**src/rtl/spart_rx_fifo.sv**
```systemverilog
// SPART receive channel: 16x-oversampled serial receiver with programmable baud divisor
// feeding a first-word fall-through FIFO with sticky error flags. Optional macro: SPART_PARITY_EN.
module spart_rx_fifo #(
  parameter int DATA_W  = 8,
  parameter int DEPTH   = 8,
  parameter int DIV_W   = 16,
  parameter int DIV_RST = 650
) (
  input  logic              clk,
  input  logic              rst_n,
  input  logic              rxd,
  input  logic              div_wr,
  input  logic [DIV_W-1:0]  div_din,
  input  logic              rd_en,
  output logic [DATA_W-1:0] rd_data,
  output logic              rx_valid,
  output logic              fifo_full,
  output logic              busy,
  output logic              overrun,
  output logic              frame_err,
  output logic              par_err,
  input  logic              err_clr
);

  localparam int PTR_W = $clog2(DEPTH);
  localparam int CNT_W = $clog2(DEPTH) + 1;
  localparam int BIT_W = $clog2(DATA_W + 1);
  localparam logic [DIV_W-1:0] DIV_RST_V = DIV_W'(DIV_RST);
  localparam logic [BIT_W-1:0] LAST_BIT  = BIT_W'(DATA_W - 1);
  localparam logic [CNT_W-1:0] DEPTH_V   = CNT_W'(DEPTH);

`ifdef SPART_PARITY_EN
  typedef enum logic [2:0] {IDLE = 3'd0, START = 3'd1, DATA = 3'd2, PARITY = 3'd3, STOP = 3'd4} state_t;
`else
  typedef enum logic [2:0] {IDLE = 3'd0, START = 3'd1, DATA = 3'd2, STOP = 3'd4} state_t;
`endif

  // Even parity: the transmitted bit makes the total count of ones even.
  function automatic logic even_par(input logic [DATA_W-1:0] d);
    return ^d;
  endfunction

  logic              rx_meta_r, rx_sync_r, rx_prev_r;
  logic              fall_s;
  logic [DIV_W-1:0]  div_r, baud_cnt_r;
  logic              tick_s;
  state_t            state_r, state_nxt_s;
  logic [3:0]        cnt_r, cnt_nxt_s;
  logic [BIT_W-1:0]  bitn_r, bitn_nxt_s;
  logic [DATA_W-1:0] shift_r, shift_nxt_s;
  logic              par_bad_r, par_bad_nxt_s;
  logic              push_req_s, ferr_set_s, perr_set_s;
  logic              push_s, pop_s, ovr_set_s;
  logic [DATA_W-1:0] mem_r [DEPTH];
  logic [PTR_W-1:0]  wr_ptr_r, rd_ptr_r, rd_ptr_nxt_s;
  logic [CNT_W-1:0]  count_r, count_nxt_s;
  logic [DATA_W-1:0] head_nxt_s;
  logic [DATA_W-1:0] rd_data_r;
  logic              rx_valid_r, fifo_full_r, busy_r;
  logic              overrun_r, frame_err_r, par_err_r;

  // Two-stage synchronizer plus previous-sample flop; idle-high reset avoids a false edge.
  always_ff @(posedge clk or negedge rst_n) begin
    if (!rst_n) begin
      rx_meta_r <= 1'b1;
      rx_sync_r <= 1'b1;
      rx_prev_r <= 1'b1;
    end else begin
      rx_meta_r <= rxd;
      rx_sync_r <= rx_meta_r;
      rx_prev_r <= rx_sync_r;
    end
  end

  assign fall_s = rx_prev_r & ~rx_sync_r;
  assign tick_s = (baud_cnt_r == {DIV_W{1'b0}});

  // Baud divisor register and oversample tick down-counter.
  always_ff @(posedge clk or negedge rst_n) begin
    if (!rst_n) begin
      div_r      <= DIV_RST_V;
      baud_cnt_r <= DIV_RST_V;
    end else if (div_wr) begin
      div_r      <= div_din;
      baud_cnt_r <= div_din;
    end else if (tick_s) begin
      baud_cnt_r <= div_r;
    end else begin
      baud_cnt_r <= baud_cnt_r - {{(DIV_W-1){1'b0}}, 1'b1};
    end
  end

  // Receiver next-state: mid-bit sampling at tick 7 of start, then every 16th tick.
  always_comb begin
    state_nxt_s   = state_r;
    cnt_nxt_s     = cnt_r;
    bitn_nxt_s    = bitn_r;
    shift_nxt_s   = shift_r;
    par_bad_nxt_s = par_bad_r;
    push_req_s    = 1'b0;
    ferr_set_s    = 1'b0;
    perr_set_s    = 1'b0;
    if (div_wr) begin
      state_nxt_s = IDLE;
      cnt_nxt_s   = 4'd0;
    end else begin
      case (state_r)
        IDLE: begin
          if (fall_s) begin
            state_nxt_s   = START;
            cnt_nxt_s     = 4'd0;
            par_bad_nxt_s = 1'b0;
          end else begin
            state_nxt_s = IDLE;
          end
        end
        START: begin
          if (tick_s && cnt_r == 4'd7) begin
            cnt_nxt_s   = 4'd0;
            bitn_nxt_s  = {BIT_W{1'b0}};
            state_nxt_s = rx_sync_r ? IDLE : DATA;
          end else if (tick_s) begin
            cnt_nxt_s = cnt_r + 4'd1;
          end else begin
            cnt_nxt_s = cnt_r;
          end
        end
        DATA: begin
          if (tick_s && cnt_r == 4'd15) begin
            cnt_nxt_s   = 4'd0;
            shift_nxt_s = {rx_sync_r, shift_r[DATA_W-1:1]};
            if (bitn_r == LAST_BIT) begin
              bitn_nxt_s = {BIT_W{1'b0}};
`ifdef SPART_PARITY_EN
              state_nxt_s = PARITY;
`else
              state_nxt_s = STOP;
`endif
            end else begin
              bitn_nxt_s = bitn_r + {{(BIT_W-1){1'b0}}, 1'b1};
            end
          end else if (tick_s) begin
            cnt_nxt_s = cnt_r + 4'd1;
          end else begin
            cnt_nxt_s = cnt_r;
          end
        end
`ifdef SPART_PARITY_EN
        PARITY: begin
          if (tick_s && cnt_r == 4'd15) begin
            cnt_nxt_s     = 4'd0;
            par_bad_nxt_s = (rx_sync_r != even_par(shift_r));
            perr_set_s    = par_bad_nxt_s;
            state_nxt_s   = STOP;
          end else if (tick_s) begin
            cnt_nxt_s = cnt_r + 4'd1;
          end else begin
            cnt_nxt_s = cnt_r;
          end
        end
`endif
        STOP: begin
          if (tick_s && cnt_r == 4'd15) begin
            cnt_nxt_s   = 4'd0;
            state_nxt_s = IDLE;
            push_req_s  = rx_sync_r & ~par_bad_r;
            ferr_set_s  = ~rx_sync_r;
          end else if (tick_s) begin
            cnt_nxt_s = cnt_r + 4'd1;
          end else begin
            cnt_nxt_s = cnt_r;
          end
        end
        default: begin
          state_nxt_s = IDLE;
          cnt_nxt_s   = 4'd0;
        end
      endcase
    end
  end

  // Receiver state registers.
  always_ff @(posedge clk or negedge rst_n) begin
    if (!rst_n) begin
      state_r   <= IDLE;
      cnt_r     <= 4'd0;
      bitn_r    <= {BIT_W{1'b0}};
      shift_r   <= {DATA_W{1'b0}};
      par_bad_r <= 1'b0;
    end else begin
      state_r   <= state_nxt_s;
      cnt_r     <= cnt_nxt_s;
      bitn_r    <= bitn_nxt_s;
      shift_r   <= shift_nxt_s;
      par_bad_r <= par_bad_nxt_s;
    end
  end

  // A simultaneous pop frees the slot, so a full FIFO still accepts the frame.
  assign pop_s     = rd_en && (count_r != {CNT_W{1'b0}});
  assign push_s    = push_req_s && ((count_r != DEPTH_V) || pop_s);
  assign ovr_set_s = push_req_s && (count_r == DEPTH_V) && !pop_s;

  // FIFO occupancy and the next head value for the registered read port.
  always_comb begin
    rd_ptr_nxt_s = pop_s ? rd_ptr_r + {{(PTR_W-1){1'b0}}, 1'b1} : rd_ptr_r;
    case ({push_s, pop_s})
      2'b10:   count_nxt_s = count_r + {{(CNT_W-1){1'b0}}, 1'b1};
      2'b01:   count_nxt_s = count_r - {{(CNT_W-1){1'b0}}, 1'b1};
      default: count_nxt_s = count_r;
    endcase
    if (count_nxt_s == {CNT_W{1'b0}}) begin
      head_nxt_s = {DATA_W{1'b0}};
    end else if (push_s && (count_r == {CNT_W{1'b0}} ||
                            (pop_s && count_r == {{(CNT_W-1){1'b0}}, 1'b1}))) begin
      head_nxt_s = shift_r;
    end else begin
      head_nxt_s = mem_r[rd_ptr_nxt_s];
    end
  end

  // FIFO storage, pointers and registered status outputs.
  always_ff @(posedge clk or negedge rst_n) begin
    if (!rst_n) begin
      for (int i = 0; i < DEPTH; i++) mem_r[i] <= {DATA_W{1'b0}};
      wr_ptr_r    <= {PTR_W{1'b0}};
      rd_ptr_r    <= {PTR_W{1'b0}};
      count_r     <= {CNT_W{1'b0}};
      rd_data_r   <= {DATA_W{1'b0}};
      rx_valid_r  <= 1'b0;
      fifo_full_r <= 1'b0;
      busy_r      <= 1'b0;
    end else begin
      if (push_s) begin
        mem_r[wr_ptr_r] <= shift_r;
        wr_ptr_r        <= wr_ptr_r + {{(PTR_W-1){1'b0}}, 1'b1};
      end else begin
        wr_ptr_r <= wr_ptr_r;
      end
      rd_ptr_r    <= rd_ptr_nxt_s;
      count_r     <= count_nxt_s;
      rd_data_r   <= head_nxt_s;
      rx_valid_r  <= (count_nxt_s != {CNT_W{1'b0}});
      fifo_full_r <= (count_nxt_s == DEPTH_V);
      busy_r      <= (state_nxt_s != IDLE);
    end
  end

  // Sticky error flags; a new error in the clearing cycle keeps the flag set.
  always_ff @(posedge clk or negedge rst_n) begin
    if (!rst_n) begin
      overrun_r   <= 1'b0;
      frame_err_r <= 1'b0;
      par_err_r   <= 1'b0;
    end else begin
      overrun_r   <= ovr_set_s  ? 1'b1 : (err_clr ? 1'b0 : overrun_r);
      frame_err_r <= ferr_set_s ? 1'b1 : (err_clr ? 1'b0 : frame_err_r);
      par_err_r   <= perr_set_s ? 1'b1 : (err_clr ? 1'b0 : par_err_r);
    end
  end

  assign rd_data   = rd_data_r;
  assign rx_valid  = rx_valid_r;
  assign fifo_full = fifo_full_r;
  assign busy      = busy_r;
  assign overrun   = overrun_r;
  assign frame_err = frame_err_r;
`ifdef SPART_PARITY_EN
  assign par_err   = par_err_r;
`else
  assign par_err   = 1'b0;
`endif

endmodule
```
**config.mk**
```make
export PLATFORM = sky130hd
export DESIGN_NAME = spart_rx_fifo
export DESIGN_NICKNAME = d
export VERILOG_FILES = /design/src/rtl/spart_rx_fifo.sv
export SDC_FILE = /design/constraint.sdc
export NUM_CORES = 1
export LEC_CHECK = 0
export ABC_CLOCK_PERIOD_IN_PS = 9700
export BUFFER_PORTS_ARGS = -buffer_cell sky130_fd_sc_hd__clkbuf_2
export CAP_MARGIN = 20
export CORE_MARGIN = 4
export CORE_UTILIZATION = 65
export DETAILED_ROUTE_END_ITERATION = 8
export PLACE_DENSITY = 0.81
export SLEW_MARGIN = 20
export SYNTH_ARGS = -nofsm -noshare
export SYNTH_HDL_FRONTEND = slang
export SYNTH_SLANG_ARGS = --single-unit
```
**constraint.sdc**
```tcl
create_clock -name clk -period 9.7 [get_ports clk]
set_clock_uncertainty 0.15 [all_clocks]
set_input_delay 0 -clock clk [delete_from_list [all_inputs] [get_ports clk]]
set_output_delay 0 -clock clk [all_outputs]
set_load 0.05 [all_outputs]
```
==> out/results.ini <==
[run_status]
status=finished, violations left
violations=negative hold slack

[sta]
final.period_utilization_pct=44.7
fmax_ghz=0.230
rsz0062_at_grt=no
worstMarginPinSlew_ns=0.940
hold_viol=4
fin_ws_ns=5.36
period_needed_ns=4.34
fin_setup_tns_ns=0
setup_violations=0
slew_violations=0
hold_ws_ns=-0.00586
slew_headroom_pct=35.7

[synth]
ys_types=63
synth_seq_cells=141
synth-warning-count=0
synthArstFlopShare_pct=100
synth_edf_count=0
syn_inst=685
netlist.area_leader.share_pct=44.1
synth_area_leaders=dfrtp_1 (44%), mux2_2 (14%), mux2i_1 (4.7%)
syn-cell-area_sq_mm=0.00738
avgSynthCellArea_sq_um=10.8
yosysSeqAreaShare_pct=48.0
synthesis.nets=718
ys.flop_type=dfrtp_1
synth_top_area_cell=dfrtp_1

[floorplan]
dieWidth_um=115
io_pins=36
die_h_um=115
start_util_pct=67.2
num_rows=38
dieArea_sq_mm=0.0131
core_area_sq_mm=0.0110

[power_and_ir_drop]
power.switching_uw=638
power_frac_clock_pct=32.8
intPower_uw=1190
p_leak_uw=0.00392
p_seq_share_pct=37.1
vdd_drop_max_v=0.000231
powerDensity_mw_per_mm2=219
comb_power_share_pct=30.1
p_sw_share_pct=34.9

[drt]
vias_per_cell=6.20
drt_iter0_drc=536
wl_per_cell_um=18.5
num_vias=5422
firstDrtPassIters=5
drt-total-wl_mm=16.2
drc_errors=0
drtAntennaViolNets=0

[global_routing]
grt_pass1_vias=5365
grt_remaining_overflow=0
grt_pass1_wl_mm=27.1
antenna_found_initial=0
grt_max_degree=77
track_usage_pct=26.6

[critical_path]
path_class=reg -> reg
end_kind=register
path_buf_inv=2
start_kind=register
worstPathCellList=inv_1, ha_1, nor3b_2, nand4b_4, nor2_1, nand2_1, or3_1, ha_1, inv_1, o211ai_1, o21ai_0, or3_1, nor2_1, a21oi_1
arrival_ns=4.46
slowest_stage=nor2_1
slowest_delay_ns=0.52
cp_top_family=simple AND/OR/NAND/NOR gates
cp_max_fo=10
worstPathRequired_ns=9.82
rrSetupSlack_ns=5.36

[place]
pre_cts_slack_ns=5.41
dp_hpwl_mm=10.6
place_congestion=0.918
io_buffer_count=34
place_inst=823

[final_layout]
area_growth_pct=13.0
layout-drive-gt1-share_pct=25.2
final_nets=754
regArea_sq_mm=0.00354
layout.cells.non_filler=874
antennaDiodeCount=0
multiInputGateArea_sq_mm=0.00357
fill_cells=692

[flow_run]
drv_cap=0

[cts]
cts_buffers=17
clk_latency_ns=0.42
cts.sinks=141
clk_pin_slew_worst_paths_ns=0.06
clk_path_buf_depth=2
cts-root-buf=clkbuf_16
ctsResizeCount=0
cts_tree=done
htreeDepth=4

[worst_hold_path]
worstHoldPathType=in -> async

==> power by group through the flow <==
stage,clock [uW],combinational [uW],sequential (uW)
2_1_floorplan,0,378,720
3_3_place_gp,0,515,683
3_5_place_dp,0,535,686
4_1_cts,604,546,676
5_1_grt,634,596,683
6_report,598,550,678
==> worst register-to-register path, cell delays in order (launching register included) <==
cell,delay (ns)
dfrtp_1,0.41
inv_1,0.07
ha_1,0.18
nor3b_2,0.39
nand4b_4,0.23
nor2_1,0.32
nand2_1,0.15
or3_1,0.48
ha_1,0.43
inv_1,0.10
o211ai_1,0.12
o21ai_0,0.15
or3_1,0.40
nor2_1,0.52
a21oi_1,0.09
==> synth_stat cells (all sizes together) (9+ instances only) <==
library cell	number
nor2	28
dfrtp	130
nor2b	20
a211oi	31
clkbuf	32
mux2i	35
nand2	55
o21ai	52
inv	31
dfstp	11
o22ai	9
ha	11
o31ai	13
nand3	23
a21oi	17
mux2	94
==> kinds of logic after synthesis <==
| logic type | count (synthesis) | share of synthesized area [%] |
|---|---|---|
| and+or+nand+nor | 179 | 13.3 |
| DFF | 141 | 48.0 |
| AOI/OAI and AO/OA | 139 | 11.9 |
| muxes | 131 | 19.8 |
| buffers and inverters | 70 | 3.61 |
| xor gates and xnor gates | 13 | 1.54 |
| adders and majority gates | 11 | 1.87 |
| other | 1 | 0.0508 |
==> repair_timing <==
item,in CTS,in global routing
endpoints found under the hold margin,100,0
hold buffers,19,0
setup buffers,0,0
==> worst paths after layout <==
path	start	to	cells past startpoint
max in group asynchronous	rst_n	shift_r[2]	3
min	rst_n	bitn_r[2]	2
max reg2reg	baud_cnt_r[0]	rd_data[0]	14
min reg2reg	rx_meta_r	rx_sync_r	0
max	baud_cnt_r[0]	rd_data[0]	14
min in group clk	rxd	rx_meta_r	2
==> flip-flops by register name, summed over array words and instances, names as in the netlist, 3 cells and up <==
name and cells:
wr_ptr_r 3, shift_r 8, state_r 3, mem_r 64, div_r 16, baud_cnt_r 16, bitn_r 4, rd_ptr_r 3
rd_data 8, cnt_r 4, count_r 4
==> layout make-up <==
class / count / share of cell area, %
clock buffer: 21 / 5.40
clock inverter: 11 / 1.14
inverter: 31 / 1.40
multi-input combinational: 474 / 42.8
sequential: 141 / 42.5
tap: 140 / 2.10
timing repair buffer: 56 / 4.67
==> per-stage QoR <==
stage,power [uW],utilization (%),area (sq um)
after floorplan,1100,-,7380
after global placement,1200,69.2,7600
after detailed placement,1220,69.2,7600
after CTS,1830,75.9,8340
after global routing,1910,75.9,8340
final,1830,75.9,8340
==> cells in the final DEF (no fill, tap or decap), types with 7 or more instances in the layout <==
| cell type | instances |
|---|---|
| a21oi_1 | 17 |
| nor2b_1 | 20 |
| o31ai_1 | 12 |
| ha_1 | 11 |
| a211oi_1 | 31 |
| xnor2_1 | 8 |
| o22ai_1 | 9 |
| or3_1 | 7 |
| o21ai_0 | 49 |
| mux2_2 | 94 |
| nor2_1 | 28 |
| dfstp_2 | 11 |
| inv_1 | 30 |
| mux2i_1 | 35 |
| dlygate4sd3_1 | 19 |
| nor3_1 | 7 |
| dfrtp_1 | 130 |
| nand2_1 | 54 |
| clkbuf_16 | 17 |
| nand3_1 | 23 |
| clkbuf_2 | 33 |
==> metal layers <==
metal | vias up | track usage [%] | share of wire, % | wire length (um)
met3 | 27 | 7.08 | 6.8 | 1110
met4 | 0 | 7.05 | 1.6 | 252
li1 | 2553 | - | - | -
met5 | - | 0 | 0 | 0
met1 | 2649 | 37.0 | 44 | 7120
met2 | 193 | 41.5 | 48 | 7700
Note: power is estimated with default switching activity, not from simulation.
